<file path="src/rtl/clock_divider.sv">
// Integer clock divider producing a 50% duty divided clock and a one-cycle tick
// aligned to each divided-clock rising edge. The ratio is fixed at elaboration.
module clock_divider #(
  parameter int DIV_FACTOR = 10
) (
  input  logic clk,
  input  logic rst,
  output logic clk_out,
  output logic tick
);

  if (DIV_FACTOR < 1 || DIV_FACTOR > 65535) begin : g_bad_factor
    $error("clock_divider: DIV_FACTOR=%0d is outside the legal range 1..65535", DIV_FACTOR);
    assign clk_out = 1'b0;
    assign tick    = 1'b0;

  end else if (DIV_FACTOR == 1) begin : g_bypass
    // Divide-by-one passes the clock straight through, gated by reset.
    assign clk_out = clk & rst;
    assign tick    = rst;

  end else begin : g_div
    localparam int W = $clog2(DIV_FACTOR);
    localparam int H = DIV_FACTOR / 2;
    localparam logic [W-1:0] LAST = W'(DIV_FACTOR - 1);
    localparam logic [W-1:0] RISE = W'(H - 1);

    logic [W-1:0] cnt;
    logic         hi;
    logic         tick_q;

    always_ff @(posedge clk or negedge rst) begin
      if (!rst) begin
        cnt    <= '0;
        hi     <= 1'b0;
        tick_q <= 1'b0;
      end else begin
        cnt    <= (cnt == LAST) ? '0 : cnt + W'(1);
        tick_q <= (cnt == RISE);
        if (cnt == RISE)
          hi <= 1'b1;
        else if (cnt == LAST)
          hi <= 1'b0;
      end
    end

    assign tick = tick_q;

    if (DIV_FACTOR % 2 == 1) begin : g_odd
      // hi stays up through the whole wrap cycle; this negedge flag trims the
      // last half period so high and low phases match. It is already set when
      // hi falls, so the AND cannot glitch.
      logic fall;

      always_ff @(negedge clk or negedge rst) begin
        if (!rst)
          fall <= 1'b0;
        else
          fall <= (cnt == LAST);
      end

      assign clk_out = hi & ~fall;
    end else begin : g_even
      assign clk_out = hi;
    end
  end

endmodule

</file>
<file path="config.mk">
export PLATFORM = sky130hd
export DESIGN_NAME = clock_divider
export DESIGN_NICKNAME = d
export VERILOG_FILES = /design/src/rtl/clock_divider.sv
export SDC_FILE = /design/constraint.sdc
export NUM_CORES = 1
export LEC_CHECK = 0
export CAP_MARGIN = 15
export CORE_AREA = 4 4 41 43
export DETAILED_ROUTE_END_ITERATION = 7
export DIE_AREA = 0 0 45 47
export PLACE_DENSITY = 0.4
export SLEW_MARGIN = 15
export SYNTH_ARGS = -nofsm -noshare
export SYNTH_HDL_FRONTEND = slang
export SYNTH_SLANG_ARGS = --single-unit
</file>
<file path="constraint.sdc">
create_clock -name clk -period 1 [get_ports clk]
set_clock_uncertainty 0.05 [all_clocks]
set_input_delay 0.15 -clock clk [delete_from_list [all_inputs] [get_ports clk]]
set_output_delay 0.15 -clock clk [all_outputs]
set_load 0.01 [all_outputs]
</file>
==> flow_summary.toml, run 1 <==
[cells_and_area]
fill_cells = 149
final_cell_mix = "buf_4 (7), dfrtp_1 (4), clkbuf_4 (3)"
area_growth_pct = 53.30
layout-drive-gt1-share_pct = 63.64
final_common_cell = "buf_4"
nets = 37
diodes = 0

[logic_synthesis]
ys_warn_count = 0
syn_area_sq_um = 246.5
syn_inst = 20
postSynthAreaPerCell_sq_um = 12.32
syn_nets = 22
ys_ff_latch = 6
ys_seq_area_share_pct = 60.91
synth_cell_type_count = 14

[job]
cap_viol_max_count = 0

[power]
vdd_drop_max_mv = 0.5461
p_per_area_nw_per_um2 = 1238
p_leak_nw = 0.1826

[timing]
slew_headroom_pct = 81.89
hold_violations = 0
tightest_slew_ns = 0.2708
period_needed_ns = 1.068
report.final.setup_viol = 3
tns_ns = -0.1651
rsz0062_at_grt = "yes"
fin_crit_sh_pct = 106.8
fmaxAchievable_ghz = 0.9364
layout_setup_ws_ns = -0.06797
drv_slew = 0

[placement]
place_congestion = 0.6668
io_buffers = 3
dp.final_hpwl_microns = 346.4
dp_slack_ns = -0.08150

[global_route]
grt_pass1_wl_microns = 855
grt.total_usage_pct = 6.364
grt_pass1_vias = 197
grt_overflow = 0
grt_antenna_before_repair = 0
grt_max_degree = 7

[floorplan]
die_width_microns = 45
start_util_pct = 18.94
pin_count = 4
die_h_microns = 47
core_sq_um = 1301
rows = 13
dieArea_sq_um = 2115

[worst_setup_path]
critical-path-top-delay-family = "flip-flops"
path_cells = "nor2b_2 -> nor2_1 -> mux2_2"
max_stage_delay_ns = 0.45
crit_type = "register to register"
critPathRequiredTime_ns = 1.07
arrival_ns = 1.14
cpMaxStageDelayCell = "dfrtp_2"
worst-path-buf-inv = 0
end_kind = "register"
start_kind = "register"
worst-path-max-fanout = 5

[clock_tree]
htree_levels = 1
clk_path_buf_depth = 2
clock-root-buffer = "clkbuf_4"
cts_buffers = 3
clock_sinks = 6
clk_latency_ns = 0.24
path_clk_slew_ns = 0.04
cts_tree = "yes"

[drt]
vias = 199
avgRoutedWirePerCell_microns = 11.04
drt_iter0_drc = 3
antenna_left = 0
drc = 0
via_per_inst = 4.146
drt_first_pass_iters = 2
wl_microns = 530

[status]
violations = "setup timing"
status = "finished, violations left"

[worst_hold_path]
min_path_type = "primary input to async pin"
## logic make-up (layout without fill, tap and decap cells)
| logic type | count (synthesis) | count (layout) | synth area share, % |
|---|---|---|---|
| simple gates | 7 | 7 | 15.73 |
| flops | 6 | 6 | 60.91 |
| compound gates | 3 | 3 | 12.18 |
| buf+inv | 2 | 15 | 3.043 |
| xor+xnor | 1 | 1 | 3.554 |
| mux | 1 | 1 | 4.568 |
## cell usage after synthesis
cell type / instances / area share, %
a211o_1: 1 / 3.6
a21oi_1: 1 / 2.0
dfrtp_1: 6 / 61
inv_1: 1 / 1.5
inv_2: 1 / 1.5
mux2_2: 1 / 4.6
nand2_1: 1 / 1.5
nand2b_1: 2 / 5.1
nor2_1: 1 / 1.5
nor2b_1: 1 / 2.5
nor3_1: 1 / 2.0
nor3b_1: 1 / 3.0
o41ai_2: 1 / 6.6
xnor2_1: 1 / 3.6
## layout make-up
| class | instances | area [sq um] | area share, % |
|---|---|---|---|
| well taps | 15 | 18.77 | 4.967 |
| flip-flops and latches | 6 | 152.6 | 40.40 |
| multi-input cells | 12 | 103.9 | 27.48 |
| clock buffers | 3 | 22.52 | 5.960 |
| repair buffers | 10 | 72.57 | 19.21 |
| inverters | 2 | 7.507 | 1.987 |
## path summary, 6_finish.rpt
path / startpoint / endpoint / slack (ns) / depth (start not counted)
max: g_div.cnt[2]$_DFF_PN0_ / g_div.cnt[1]$_DFF_PN0_ / -0.07 / 3
min: rst / g_div.cnt[2]$_DFF_PN0_ / 0.10 / 1
max reg2reg: g_div.cnt[2]$_DFF_PN0_ / g_div.cnt[1]$_DFF_PN0_ / -0.07 / 3
min reg2reg: g_div.cnt[0]$_DFF_PN0_ / g_div.cnt[0]$_DFF_PN0_ / 0.44 / 1
max in group asynchronous: rst / g_div.cnt[0]$_DFF_PN0_ / 0.57 / 1
min in group clk: g_div.cnt[0]$_DFF_PN0_ / g_div.cnt[0]$_DFF_PN0_ / 0.44 / 1
## flip-flops by register name, summed over array words and instances (netlist names)
name / count
clk_out: 1
g_div.cnt: 4
tick: 1
## through the flow
stage          util [%]  instance area (sq um)  instances  power, mW  hold slack (ns)
3_3_place_gp      24.42                  317.8         41     0.2556           0.3629
4_1_cts           27.02                  351.6         46     0.4838           0.1095
2_1_floorplan         -                  246.5         20     0.2473          -0.1956
3_5_place_dp      24.42                  317.8         41     0.2559           0.3711
6_report          29.04                  377.9         48     0.4678           0.1013
5_1_grt           29.04                  377.9         48     0.4937           0.1199
## worst register-to-register path: stages, from the launching register on
cell,delay (ns)
dfrtp_2,0.45
nor2b_2,0.15
nor2_1,0.04
mux2_2,0.25
## repair_timing
action,CTS,global route
hold buffers,0,0
pin swaps,0,1
endpoints found under the setup margin,5,3
gates resized for setup,10,4
setup buffers,2,2
## where the power goes
group / switching, mW / total (mW) / internal [mW]
clock network: 0.0809 / 0.216 / 0.135
logic: 0.00443 / 0.00790 / 0.00347
registers: 0 / 0.244 / 0.244
## routing by layer
layer,vias to the layer above,share of wire (%),GRT usage (%)
met5,-,0,0
li1,97,-,-
met4,0,0,5.263
met2,2,51,9.605
met3,0,5.3,4.598
met1,100,44,5.800
Power figures use the tool's default switching activity.
==> run 2, diff against run 1 <==
--- a/config.mk
+++ b/config.mk
@@ -10,6 +10,7 @@
 export DETAILED_ROUTE_END_ITERATION = 7
 export DIE_AREA = 0 0 45 47
 export PLACE_DENSITY = 0.4
+export SKIP_LAST_GASP = 1
 export SLEW_MARGIN = 15
 export SYNTH_ARGS = -nofsm -noshare
 export SYNTH_HDL_FRONTEND = slang
==> run 2 against run 1 <==
The run still ends with setup timing left. Routed wire length unchanged. Sequential power barely moved. Worst hold slack barely moved. Sequential share of layout area is the same. Via count did not move. Critical path depth stayed put. Setup slack is the same. Cell count unchanged. Non-clock buffer count stayed put.
==> flow_summary.toml, run 2 (synthesis gave the netlist of run 1 again) <==
[drt]
antenna_left = 0
drc = 0
drt_first_pass_iters = 2
wl_microns = 530
avgRoutedWirePerCell_microns = 11.04
via_per_inst = 4.146
vias = 199
drt_iter0_drc = 3

[floorplan]
rows = 13
core_sq_um = 1301
die_h_microns = 47
pin_count = 4
start_util_pct = 18.94
die_width_microns = 45
dieArea_sq_um = 2115

[timing]
fmaxAchievable_ghz = 0.9364
tns_ns = -0.1651
layout_setup_ws_ns = -0.06797
slew_headroom_pct = 81.89
tightest_slew_ns = 0.2708
fin_crit_sh_pct = 106.8
period_needed_ns = 1.068
report.final.setup_viol = 3
hold_violations = 0
whs_ns = 0.1013
rsz0062_at_grt = "yes"
drv_slew = 0

[cells_and_area]
final_cell_mix = "buf_4 (7), dfrtp_1 (4), clkbuf_4 (3), inv_2 (2), dfrtp_2 (2)"
final_common_cell = "buf_4"
area_growth_pct = 53.30
top_register = "g_div.cnt"
finalNonFillerCells = 48
stdcell_area_sq_um = 377.9
nets = 37
largest_register_ff_count = 4
diodes = 0
layout-drive-gt1-share_pct = 63.64

[worst_setup_path]
start_kind = "register"
end_kind = "register"
worst-path-max-fanout = 5
arrival_ns = 1.14
crit_type = "register to register"
critPathRequiredTime_ns = 1.07

[global_route]
grt_antenna_before_repair = 0
grt.total_usage_pct = 6.364
grt_overflow = 0
grt_pass1_wl_microns = 855
met3_usage_pct = 4.598
grtUsageMet2_pct = 9.605
grt_pass1_vias = 197
grt_util_met1_pct = 5.800
grt_busiest_layer = "met2"
grt_max_degree = 7

[clock_tree]
htree_levels = 1
clock_sinks = 6
path_clk_slew_ns = 0.04
clk_latency_ns = 0.24
clk_path_buf_depth = 2
cts_buffers = 3
hold_buffers = 0
cts_tree = "yes"
clock-root-buffer = "clkbuf_4"

[placement]
place_congestion = 0.6668
dp.final_hpwl_microns = 346.4
placed_cell_area_sq_um = 317.8
io_buffers = 3
dp_cells = 41

[status]
status = "finished, violations left"
violations = "setup timing"

[power]
switchingPower_mw = 0.08535
clkPwrFrac_pct = 46.2
swShare_pct = 18.24
vdd_drop_max_mv = 0.5461
p_per_area_nw_per_um2 = 1238
intPower_mw = 0.3824
p_leak_nw = 0.1840
comb_power_share_pct = 1.7
seq_power_share_pct = 52.1

[worst_hold_path]
min_path_type = "primary input to async pin"

[job]
cap_viol_max_count = 0
## run 2: cell types whose count changed in the layout (fill, tap and decap cells not counted), sizes merged
| cell | delta |
|---|---|
| buf | -1 |
| clkbuf | +1 |
## run 2: power by group through the flow
stage / registers, mW / clock network, mW / logic, mW
5_1_grt: 0.243 / 0.241 / 0.00932
6_report: 0.244 / 0.216 / 0.00790
3_5_place_dp: 0.247 / 0 / 0.00870
2_1_floorplan: 0.247 / 0 / 0.0000000566
4_1_cts: 0.244 / 0.231 / 0.00878
3_3_place_gp: 0.247 / 0 / 0.00838
## run 2: cell type report
cell class,instances,area [sq um]
Clock buffer,3,22.52
Fill cell,149,923.4
Inverter,2,7.507
Multi-Input combinational cell,12,103.9
Sequential cell,6,152.6
Tap cell,15,18.77
Timing Repair Buffer,10,72.57
## run 2: routing by layer
| layer | vias up | part of all wire (%) |
|---|---|---|
| li1 | 97 | - |
| met1 | 100 | 44 |
| met2 | 2 | 51 |
| met3 | 0 | 5.3 |
| met4 | 0 | 0 |
| met5 | - | 0 |
## run 2: per-stage QoR
step | worst slack, ns | utilization (%) | total power, mW
detailed placement | -0.08150 | 24.42 | 0.2559
floorplan | -0.01181 | - | 0.2473
global route | -0.1256 | 29.04 | 0.4937
global placement | -0.07347 | 24.42 | 0.2556
CTS | -0.07150 | 27.40 | 0.4838
finish | -0.06797 | 29.04 | 0.4678
## run 2: path summary, 6_finish.rpt
kind	cells past startpoint	startpoint	to	slack (ns)
max	3	g_div.cnt[2]$_DFF_PN0_	g_div.cnt[1]$_DFF_PN0_	-0.07
min	1	rst	g_div.cnt[2]$_DFF_PN0_	0.10
max reg2reg	3	g_div.cnt[2]$_DFF_PN0_	g_div.cnt[1]$_DFF_PN0_	-0.07
min reg2reg	1	g_div.cnt[0]$_DFF_PN0_	g_div.cnt[0]$_DFF_PN0_	0.44
max in group asynchronous	1	rst	g_div.cnt[0]$_DFF_PN0_	0.57
min in group clk	1	g_div.cnt[0]$_DFF_PN0_	g_div.cnt[0]$_DFF_PN0_	0.44
## run 2: critical path, cell delays in order (launching register included)
cell     delay [ns]
dfrtp_2        0.45
nor2b_2        0.15
nor2_1         0.04
mux2_2         0.25
## run 2: repair_timing
item / 4_1_cts / 5_1_grt
setup buffers: 2 / 2
resized for setup: 8 / 5
pin swaps: 0 / 1
setup endpoints to repair: 5 / 4
==> variant 1: new RTL, flow settings as in run 1 <==
One comparison of `cnt` changes from == to >=.
--- a/src/rtl/clock_divider.sv
+++ b/src/rtl/clock_divider.sv
@@ -39,3 +39,3 @@
         tick_q <= (cnt == RISE);
-        if (cnt == RISE)
+        if (cnt >= RISE)
           hi <= 1'b1;
Check against the original RTL: same outputs for any inputs over 10 cycles, from zero or initial values and one cycle with rst low; that may be too few to reach the edited logic, so the function may still have changed.
==> variant 1 against run 1 <==
Worst hold slack lost 3.0 ps. Count of clock-buffer cells in the layout is the same. Total power grew 1.0%. Sequential cell count is the same. First-iteration DRC count grew 100%. Die area is the same. Wire length shrank 17%. Worst setup slack gained 120 ps. Sequential share of layout area grew 8.0 points. Synthesized area shrank 7.6%. Final area shrank 17%.
==> variant 1: results (changes against run 1) <==
[placement]
place_ws_ps = -57.7  ; +23.8 ps
dp_hpwl_um = 306  ; -12%
gp_congestion = 0.714  ; +7.0%
io_buffer_count = 3  ; unchanged

[setup_path]
cp.arrival_ps = 1010  ; -130 ps
crit_path_max_incr_delay_ps = 410  ; -40 ps
cpMaxStageDelayCell = dfrtp_1
path_delay_family = flip-flops
cp_max_fo = 4  ; -1

[pwr]
leakage_nw = 0.140  ; -23%
peakVddDrop_uv = 354  ; -35%

[finish]
n_antenna_cell = 0  ; unchanged
nets = 31  ; -16%
fillers = 146  ; -2.0%
drive_gt1_share_pct = 40.7  ; -23 points
largest_reg_flops = 4  ; unchanged
largest-register = g_div.cnt

[grt]
grtUsageTotal_pct = 5.64  ; -0.72 points
grt_max_degree = 7  ; unchanged
grt_pass1_wl_um = 676  ; -21%
first_global_vias = 145  ; -26%
antenna_found_initial = 0  ; unchanged

[route]
dr.first_iter.drc_count = 6  ; +3
first_pass_iters = 4  ; +2
vias_per_cell = 4.17  ; +0.50%
wl_um = 439  ; -17%

[yosys]
synth_ff_type = dfrtp_1
synth_top_family_by_area = compound AO/OA/AOI/OAI gates
synth_adder_area_share_pct = 0  ; unchanged
async_flop_share_pct = 100  ; unchanged
syn_nets = 20  ; -9.1%
synth-xor-area-share_pct = 3.85  ; +0.29 points
ys_top_cells_by_area = dfrtp_1, inv_1, mux2i_1
synth_mux_area_share_pct = 4.40  ; -0.17 points
yosysTopAreaCell = dfrtp_1
synth_cell_types = 10  ; -4
synthTopCellsByCount = dfrtp_1, inv_1, o21ai_0
yosys_warnings = 0  ; unchanged
synth.yosys.seq_area_share_pct = 65.9  ; +5.0 points
synth-compound-area-share_pct = 11.5  ; -0.64 points

[status]
outcome = complete, no violations

[worst_hold_path]
hp-class = input port to asynchronous set/reset pin

[clocking]
htreeDepth = 1  ; unchanged
clk_latency_ps = 240  ; about the same
cts-root-buf = clkbuf_4
numCtsBuffers = 3  ; unchanged
clkTransAtPathRegs_ps = 50
cts_buffer_depth = 2  ; unchanged

[sta]
tightest_slew_ps = 280  ; +9.12 ps
setup-tns-final_ps = 0  ; +165 ps

==> variant 1: final timing paths <==
kind	cells after the start	slack, ps	end	start
worst min-delay path	1	100	g_div.cnt[3]$_DFF_PN0_	rst
worst max-delay path	1	60	clk_out$_DFFE_PN0P_	g_div.cnt[3]$_DFF_PN0_
worst max register to register	1	60	clk_out$_DFFE_PN0P_	g_div.cnt[3]$_DFF_PN0_
max in group asynchronous	1	570	g_div.cnt[0]$_DFF_PN0_	rst
worst min register to register	1	410	clk_out$_DFFE_PN0P_	clk_out$_DFFE_PN0P_
min in group clk	1	410	clk_out$_DFFE_PN0P_	clk_out$_DFFE_PN0P_
==> variant 1: layout make-up <==
cell class / count / area [um^2] / area share (%)
flip-flops and latches: 6 / 151 / 48.4
multi-input cells: 9 / 66.3 / 21.2
repair buffers: 6 / 42.5 / 13.6
clock buffers: 3 / 22.5 / 7.20
well taps: 15 / 18.8 / 6.00
inverters: 3 / 11.3 / 3.60
==> variant 1: report_power, final <==
group	internal (mW)	switching, mW
Sequential	0.244	0
Clock	0.136	0.0854
Combinational	0.00347	0.00459
Total	0.383	0.0900
==> variant 1: what timing repair did <==
item / CTS / global route
buffers inserted: 0 / 1
setup endpoints to repair: 2 / 2
pin swaps: 0 / 2
resized for setup: 8 / 2
gates cloned: 0 / 0
hold endpoints to repair: 0 / 0
==> variant 1: logic make-up after synthesis <==
logic type / Yosys count
DFF: 6
AOI/OAI and AO/OA: 4
and+or+nand+nor: 3
buffers and inverters: 3
xor gates and xnor gates: 1
muxes: 1
==> variant 1: per-stage QoR <==
stage / cells / cell area, um^2
global route: 42 / 313
finish: 42 / 313
floorplan: 18 / 228
global placement: 38 / 292
detailed placement: 38 / 292
CTS: 41 / 304
==> variant 1: per-layer routing <==
metal / share of wire, % / track usage, % / wire length, um / up-vias
li1: - / - / - / 81
met1: 42 / 5.56 / 184 / 80
met2: 39 / 5.65 / 172 / 10
met3: 9.1 / 2.30 / 40 / 4
met4: 9.6 / 12.3 / 42 / 0
met5: 0 / 0 / 0 / -
==> variant 2: new RTL, settings of run 1 <==
Without the edit above. The parameter `DIV_FACTOR` goes from 10 to 20.
--- a/src/rtl/clock_divider.sv
+++ b/src/rtl/clock_divider.sv
@@ -3,3 +3,3 @@
 module clock_divider #(
-  parameter int DIV_FACTOR = 10
+  parameter int DIV_FACTOR = 20
 ) (
Check against the original RTL: not equivalent (a bounded check fails within 10 cycles, from zero or initial values and one cycle with rst low).
==> variant 2 against run 1 <==
The flow still finishes with violations (negative setup slack). Total power rose by 19%. Synthesized cell count up 40%. Worst setup slack got worse by 21 ps. Wire length is 25% higher. Sequential cell count is 1 higher. Count of clock-buffer cells in the layout is 1 higher. Synthesized area rose by 32%. Final area increased by 27%. Critical path type unchanged.
==> variant 2: results (changes against run 1) <==
[grt]
grt_max_degree = 8  ; +1
grt_pass1_wl_mm = 1.12  ; +31%
grt_use_met2_pct = 11.6  ; +2.0 points
grtUsageTotal_pct = 8.28  ; +1.9 points
met1_usage_pct = 9.07  ; +3.3 points
grt.met3_usage_pct = 2.30  ; -2.3 points
first_global_vias = 255  ; +29%

[setup_path]
cp.arrival_ps = 1180  ; +40 ps
reg2reg_depth = 4  ; +1
rr_startpoint = g_div.cnt[1]$_DFF_PN0_
cp_max_fo = 4  ; -1
worstReg2RegEnd = g_div.cnt[4]$_DFF_PN0_

[sta]
setup_viol = 5  ; +2
tightest_slew_ps = 331  ; +60.7 ps
setup-tns-final_ps = -208  ; -42.8 ps
fin_ws_ps = -88.7  ; -20.7 ps
timing.hold.ws_ps = 111  ; +9.40 ps

[yosys]
syn_nets = 32  ; +45%
synthTopCellsByCount = dfrtp_1, nand2_1, ha_1, inv_1, nand2b_1
synth.yosys.seq_area_share_pct = 53.8  ; -7.1 points
async_flop_share_pct = 100  ; unchanged
ys_top_cells_by_area = dfrtp_1, ha_1, nor4b_4

[finish]
fillers = 139  ; -6.7%
nets = 46  ; +24%
n_antenna_cell = 0  ; unchanged
drive_gt1_share_pct = 53.7  ; -10 points
largest_reg_flops = 5  ; +1

[route]
drt-met1-wl_um = 306  ; +32%
top_layer_used = met4
wl_met2_um = 308  ; +14%
vias_per_cell = 4.32  ; +4.2%
wl_um = 665  ; +25%
dr.first_iter.drc_count = 1  ; -2
first_pass_iters = 4  ; +2

[placement]
gp_congestion = 0.704  ; +5.6%
dp_hpwl_um = 442  ; +28%

[status]
outcome = complete, but fails checks
violations = negative setup slack

[pwr]
p_clk_share_pct = 47.3  ; +1.1 points
leakage_nw = 0.222  ; +21%
p_sw_share_pct = 20.7  ; +2.5 points
peakVddDrop_uv = 512  ; -6.3%

[clocking]
numCtsBuffers = 3  ; unchanged

## variant 2: timing repair
| item | CTS | global route |
|---|---|---|
| buffers inserted | 2 | 2 |
| endpoints found under the setup margin | 6 | 7 |
| gates resized for setup | 12 | 8 |
| hold endpoints to repair | 0 | 0 |
| pin swaps | 1 | 1 |
## variant 2: logic make-up (layout without fill, tap and decap cells)
kind of cell	count (synthesis)	in the layout	share of synthesized area, %
muxes	1	1	3.08
xor gates and xnor gates	1	1	2.69
AOI/OAI and AO/OA	3	3	6.54
and+or+nand+nor	10	10	21.1
buffers and inverters	4	17	5.00
adders and majority gates	2	2	7.69
DFF	7	7	53.8
## variant 2: per-stage QoR
| stage | power (mW) | util, % | std cells | instance area, um^2 | setup WS, ps |
|---|---|---|---|---|---|
| 2_1_floorplan | 0.289 | - | 28 | 328 | -57.6 |
| 3_3_place_gp | 0.298 | 30.9 | 49 | 402 | -109 |
| 3_5_place_dp | 0.298 | 30.9 | 49 | 402 | -127 |
| 4_1_cts | 0.572 | 35.6 | 55 | 463 | -89.1 |
| 5_1_grt | 0.595 | 37.0 | 56 | 482 | -148 |
| 6_report | 0.554 | 37.0 | 56 | 482 | -88.7 |
## variant 2: cell type report
| type | instances | area [um^2] | share of cell area (%) |
|---|---|---|---|
| Clock buffer | 4 | 26.3 | 5.45 |
| Inverter | 3 | 11.3 | 2.34 |
| Multi-Input combinational cell | 17 | 168 | 34.8 |
| Sequential cell | 7 | 178 | 36.9 |
| Tap cell | 15 | 18.8 | 3.90 |
| Timing Repair Buffer | 10 | 80.1 | 16.6 |
## variant 2: worst max-delay path, stage by stage, from the launching register on
cell and delay, ps:
dfrtp_2 440, ha_4 190, nand3b_1 80, nand2_1 50, a22o_1 170
